### src/rtl/card_dealer.sv
// card_dealer
// ---------------------------------------------------------------------------
// Purpose:
//   This block deals cards to CHANNELS independent hands. All hands share one
//   free-running card counter, cnt, which steps MIN_VAL..MAX_VAL and wraps.
//   When draw[k] rises, channel k is dealt a card. The card value is cnt
//   offset by k, taken modulo the card range. Because of the offset, hands
//   that draw in the same cycle always receive different values.
//   Each hand keeps:
//     - its last card,
//     - a running total,
//     - a card count,
//     - a sticky bust flag that is set once the total exceeds LIMIT.
//   A hand accepts no more cards after it busts or after it holds MAX_CARDS
//   cards.
//
// Optional feature (macro CARD_DEALER_SOFT_ACE_EN):
//   A card of value 1 counts as 11 when the hand can take 11 without passing
//   LIMIT. Such a hand is marked "soft". A later card that would push a soft
//   hand past LIMIT demotes the ace back to 1 (subtract 10). With the macro
//   undefined, every card counts at face value and no soft state exists.
//   The card output always shows the face value.
//
// Ports:
//   clock       in   rising-edge clock
//   reset       in   asynchronous, active-high reset
//   enable      in   1 = card counter advances each clock, 0 = counter holds
//   draw        in   [CHANNELS]          per-channel draw level; a rising edge deals
//   clear       in   [CHANNELS]          per-channel synchronous hand clear
//   card        out  [CHANNELS*WIDTH]    last card per channel, ch k at [k*WIDTH +: WIDTH]
//   card_valid  out  [CHANNELS]          one-cycle pulse per dealt card
//   total       out  [CHANNELS*TOTAL_W]  hand total per channel
//   count       out  [CHANNELS*4]        cards in hand per channel
//   bust        out  [CHANNELS]          high while the hand total exceeds LIMIT
//
// Handshake:
//   There is no ready/valid back-pressure. A draw is a level input; its
//   rising edge is the request. card_valid is a one-cycle strobe, and it is
//   qualified by the same edge that updates card, total and count.
//   card, total and count then remain stable until the next deal or clear.
// ---------------------------------------------------------------------------
module card_dealer #(
   parameter int CHANNELS  = 2,
   parameter int WIDTH     = 5,
   parameter int MIN_VAL   = 1,
   parameter int MAX_VAL   = 10,
   parameter int TOTAL_W   = 6,
   parameter int LIMIT     = 21,
   parameter int MAX_CARDS = 11
) (
   input  logic                         clock,
   input  logic                         reset,
   input  logic                         enable,
   input  logic [CHANNELS-1:0]          draw,
   input  logic [CHANNELS-1:0]          clear,
   output logic [CHANNELS*WIDTH-1:0]    card,
   output logic [CHANNELS-1:0]          card_valid,
   output logic [CHANNELS*TOTAL_W-1:0]  total,
   output logic [CHANNELS*4-1:0]        count,
   output logic [CHANNELS-1:0]          bust
);

   localparam int                 RANGE       = MAX_VAL - MIN_VAL + 1;
   localparam logic [WIDTH-1:0]   MIN_V       = WIDTH'(MIN_VAL);
   localparam logic [WIDTH-1:0]   MAX_V       = WIDTH'(MAX_VAL);
   localparam logic [TOTAL_W-1:0] LIMIT_T     = TOTAL_W'(LIMIT);
   localparam logic [3:0]         MAX_CARDS_C = 4'(MAX_CARDS);

   // ------------------------------------------------------------------
   // Shared card counter
   // ------------------------------------------------------------------
   logic [WIDTH-1:0] cnt_q, cnt_d;

   always_comb begin
      cnt_d = cnt_q;
      if (enable) begin
         cnt_d = (cnt_q == MAX_V) ? MIN_V : cnt_q + 1'b1;
      end
   end

   // ------------------------------------------------------------------
   // Registered copy of draw, used for rising-edge detection.
   // It resets to all ones, so a draw that is held high while reset is
   // released does not look like a fresh rising edge.
   // ------------------------------------------------------------------
   logic [CHANNELS-1:0] draw_prev_q, draw_prev_d;

   assign draw_prev_d = draw;

   always_ff @(posedge clock or posedge reset) begin
      if (reset) begin
         cnt_q       <= MIN_V;
         draw_prev_q <= '1;
      end else begin
         cnt_q       <= cnt_d;
         draw_prev_q <= draw_prev_d;
      end
   end

   // ------------------------------------------------------------------
   // Per-channel hand state
   // ------------------------------------------------------------------
   for (genvar k = 0; k < CHANNELS; k++) begin : g_ch
      logic [WIDTH-1:0]   val;
      logic               draw_evt;
      logic [TOTAL_W-1:0] add_val;
      logic [TOTAL_W-1:0] sum;

      logic [WIDTH-1:0]   card_q,  card_d;
      logic               valid_q, valid_d;
      logic [TOTAL_W-1:0] total_q, total_d;
      logic [3:0]         count_q, count_d;
      logic               bust_q,  bust_d;
`ifdef CARD_DEALER_SOFT_ACE_EN
      logic               soft_q,  soft_d;
`endif

      // Channel k sees the shared counter rotated by k within the card range.
      assign val      = WIDTH'(MIN_VAL + ((int'(cnt_q) - MIN_VAL + k) % RANGE));
      assign draw_evt = draw[k] & ~draw_prev_q[k];

      always_comb begin
         card_d  = card_q;
         valid_d = 1'b0;
         total_d = total_q;
         count_d = count_q;
         bust_d  = bust_q;
         add_val = TOTAL_W'(val);
         sum     = total_q;
`ifdef CARD_DEALER_SOFT_ACE_EN
         soft_d  = soft_q;
`endif
         if (clear[k]) begin
            // A clear wins over a draw in the same cycle; that draw edge is
            // dropped, because draw_prev still records it as seen.
            card_d  = '0;
            total_d = '0;
            count_d = '0;
            bust_d  = 1'b0;
`ifdef CARD_DEALER_SOFT_ACE_EN
            soft_d  = 1'b0;
`endif
         end else if (draw_evt && !bust_q && (count_q != MAX_CARDS_C)) begin
            card_d  = val;
            valid_d = 1'b1;
            count_d = count_q + 1'b1;
`ifdef CARD_DEALER_SOFT_ACE_EN
            if ((val == WIDTH'(1)) && (int'(total_q) + 11 <= LIMIT)) begin
               add_val = TOTAL_W'(11);
               soft_d  = 1'b1;
            end
            sum = total_q + add_val;
            // Demote a soft ace before the bust flag is evaluated.
            if (soft_q && (sum > LIMIT_T)) begin
               sum    = sum - TOTAL_W'(10);
               soft_d = 1'b0;
            end
`else
            sum = total_q + add_val;
`endif
            total_d = sum;
            bust_d  = (sum > LIMIT_T);
         end
      end

      always_ff @(posedge clock or posedge reset) begin
         if (reset) begin
            card_q  <= '0;
            valid_q <= 1'b0;
            total_q <= '0;
            count_q <= '0;
            bust_q  <= 1'b0;
`ifdef CARD_DEALER_SOFT_ACE_EN
            soft_q  <= 1'b0;
`endif
         end else begin
            card_q  <= card_d;
            valid_q <= valid_d;
            total_q <= total_d;
            count_q <= count_d;
            bust_q  <= bust_d;
`ifdef CARD_DEALER_SOFT_ACE_EN
            soft_q  <= soft_d;
`endif
         end
      end

      assign card[k*WIDTH +: WIDTH]     = card_q;
      assign card_valid[k]              = valid_q;
      assign total[k*TOTAL_W +: TOTAL_W] = total_q;
      assign count[k*4 +: 4]            = count_q;
      assign bust[k]                    = bust_q;
   end

endmodule

### config.mk
export PLATFORM = sky130hd
export DESIGN_NAME = card_dealer
export DESIGN_NICKNAME = d
export VERILOG_FILES = /design/src/rtl/card_dealer.sv
export SDC_FILE = /design/constraint.sdc
export NUM_CORES = 1
export LEC_CHECK = 0
export ABC_AREA = 1
export CAP_MARGIN = 20
export CORE_MARGIN = 3
export CORE_UTILIZATION = 51
export DETAILED_ROUTE_END_ITERATION = 10
export PLACE_DENSITY = 0.75
export SLEW_MARGIN = 20
export SYNTH_ARGS = -nofsm -noshare
export SYNTH_HDL_FRONTEND = slang
export SYNTH_SLANG_ARGS = --single-unit
### constraint.sdc
create_clock -name clock -period 4.9 [get_ports clock]
set_clock_uncertainty 0.1 [all_clocks]
set_input_delay 1.225 -clock clock [delete_from_list [all_inputs] [get_ports clock]]
set_output_delay 1.225 -clock clock [all_outputs]
set_load 0.05 [all_outputs]
==> flow_summary.toml <==
[die]
die_h_um = 85.0
chipWidth_um = 85.0
pin_count = 41
rows = 28
die-area_um2 = 7220
start_util_pct = 53.1
coreArea_um2 = 5990

[global_routing]
grt_max_degree = 22
first_global_vias = 2792
grt_first_pass_wirelength_um = 11900
antenna_found_initial = 0
groute.usage.overall_pct = 19.6
overflow = 0

[sta]
setup_viol = 0
tightestPinTransition_ns = 0.944
drv_slew = 0
maxSlewHeadroom_pct = 36.8
period_needed_ns = 4.67
hold_viol = 0
post-route-period-util_pct = 95.4
clock.fmax_mhz = 214

[run]
cap_viol_max_count = 0

[clock_network]
tritoncts = "done"
clk_pin_slew_ns = 0.08
hold_buffers = 0
cts_root_buffer = "clkbuf_8"
cts_made_buffers = 5
cts_max_level = 2
numClockSinks = 41
insertion_delay_ns = 0.29
clockBufferDepth = 2

[synthesis]
avgSynthCellArea_um2 = 7.58
synth-seq-cells = 41
postSynthCellCount = 420
async_flop_share_pct = 100
synth_edf_count = 0
yosys_warnings = 0
synth.net_count = 452
ys_seq_area_share_pct = 32.4
synthFlopType = "dfrtp_1"
synth.distinct_cells = 45
syn_area_um2 = 3180

[routing]
drc = 0
firstDrtPassIters = 4
wire_per_inst_um = 12.5
ant_nets = 0
drt_wl_total_um = 6800
vias = 2856
via_per_inst = 5.26
drt_iter0_drc = 125

[layout]
multi_input_area_um2 = 1980
areaGrowthSynthToFinish_pct = 22.1
final_cell_mix = "nand2_1 (109), inv_1 (42), clkdlybuf4s50_1 (40), dfrtp_1 (37), nand3_1 (29)"
drive_gt1_share_pct = 19.4
final_common_cell = "nand2_1"
fill_cells = 506
fin_cells = 543
diodes = 0
nets = 499
seqCellArea_um2 = 1030

[critical_path]
end_kind = "flop"
crit_top_cell = "nand2_1"
slowest_delay_ns = 0.54
worstPathMaxFanout = 4
crit_path_start_kind = "flop"
crit_type = "flop to flop"
cp.arrival_ns = 4.78
required_ns = 5.01
worst_path_max_delay_cell = "dfstp_2"

[place]
dpl.hpwl_um = 5290
gp_congestion = 0.849
io_buffer_count = 40
dp_cells = 531

[worst_hold_path]
hold_path_class = "flop to flop"

[status]
status = "finished, final reports clean"
[worst max-delay path, delay by kind of cell, from the launching register on]
| family | cells | cell delay, ns |
|---|---|---|
| AND/OR/NAND/NOR | 19 | 1.90 |
| adder cells (fa/ha/maj) | 4 | 0.94 |
| AO/OA/AOI/OAI | 4 | 0.60 |
| flip-flops | 1 | 0.54 |
| XOR/XNOR | 2 | 0.27 |
| buffers and inverters | 4 | 0.24 |
[layer usage]
metal	vias up	track usage, %	routed length, um
met5	-	0	0
met4	0	4.60	53
met3	4	2.43	231
met2	49	35.4	3440
met1	1365	24.8	3070
li1	1438	-	-
[synthesized netlist by cell type (4+ instances only)]
master   instances  area share, %
a21oi_1         12            1.9
a22o_1           5            1.4
buf_4            4           0.94
dfrtp_1         38             30
ha_1            23            9.0
inv_1           44            5.2
inv_2            7           0.83
nand2_1        113             13
nand2_2         20            3.9
nand3_1         32            5.0
nor2_1          23            2.7
nor2_2           7            1.4
o21ai_0         17            2.7
xnor2_1          5            1.4
xor2_1          11            3.0
[metrics by stage]
step | setup TNS, ns | utilization, % | hold WS [ns] | setup slack [ns] | area [um2]
floorplan | 0 | - | 0.403 | 0.0633 | 3180
global placement | 0 | 60.9 | 0.368 | 0.212 | 3650
detailed placement | -0.00649 | 60.9 | 0.376 | -0.00649 | 3650
CTS | 0 | 62.6 | 0.397 | 0.0499 | 3750
global route | -0.316 | 64.8 | 0.420 | -0.180 | 3880
finish | 0 | 64.8 | 0.390 | 0.225 | 3880
[logic make-up (layout without fill, tap and decap cells)]
logic type                 count (synthesis)  in the layout  share of synthesized area (%)
buffers and inverters                     63            111                           8.73
DFF                                       41             41                           32.4
and+or+nand+nor                          219            219                           32.2
AOI/OAI and AO/OA                         53             53                           10.5
xor gates and xnor gates                  19             19                           5.94
adders and majority gates                 25             25                           10.3
[timing repair]
action                     in CTS  in global routing
gates resized for setup         1                 22
pin swaps                       0                  9
setup endpoints to repair       1                  6
setup buffers                   0                  4
[sequential cells by signal, summed over array words and instances, names as in the netlist]
signal,count
draw_prev_q,2
g_ch.valid_q,2
cnt_q,5
g_ch.card_q,10
g_ch.total_q,12
g_ch.count_q,8
g_ch.bust_q,2
[area by class of cell]
cell class	count	share of cell area [%]
Sequential cell	41	26.5
Clock inverter	1	0.129
Inverter	53	5.22
Tap cell	75	2.42
Timing Repair Buffer	50	12.2
Clock buffer	7	2.48
Multi-Input combinational cell	316	51.0
[worst paths after layout]
check                             startpoint            endpoint  slack [ns]  cells past startpoint
setup reg to reg                    cnt_q[0]      g_ch[1].bust_q        0.23                     33
setup / recovery                    cnt_q[0]      g_ch[1].bust_q        0.23                     33
min in group asynchronous              reset  g_ch[1].count_q[2]        1.27                      2
max in group asynchronous              reset            cnt_q[0]        2.60                      3
hold / removal             g_ch[1].card_q[1]   g_ch[1].card_q[1]        0.39                      2
hold reg to reg            g_ch[1].card_q[1]   g_ch[1].card_q[1]        0.39                      2
Power is not shown: default switching activity piles up to over one toggle a cycle in this logic, so the estimate is an artifact.
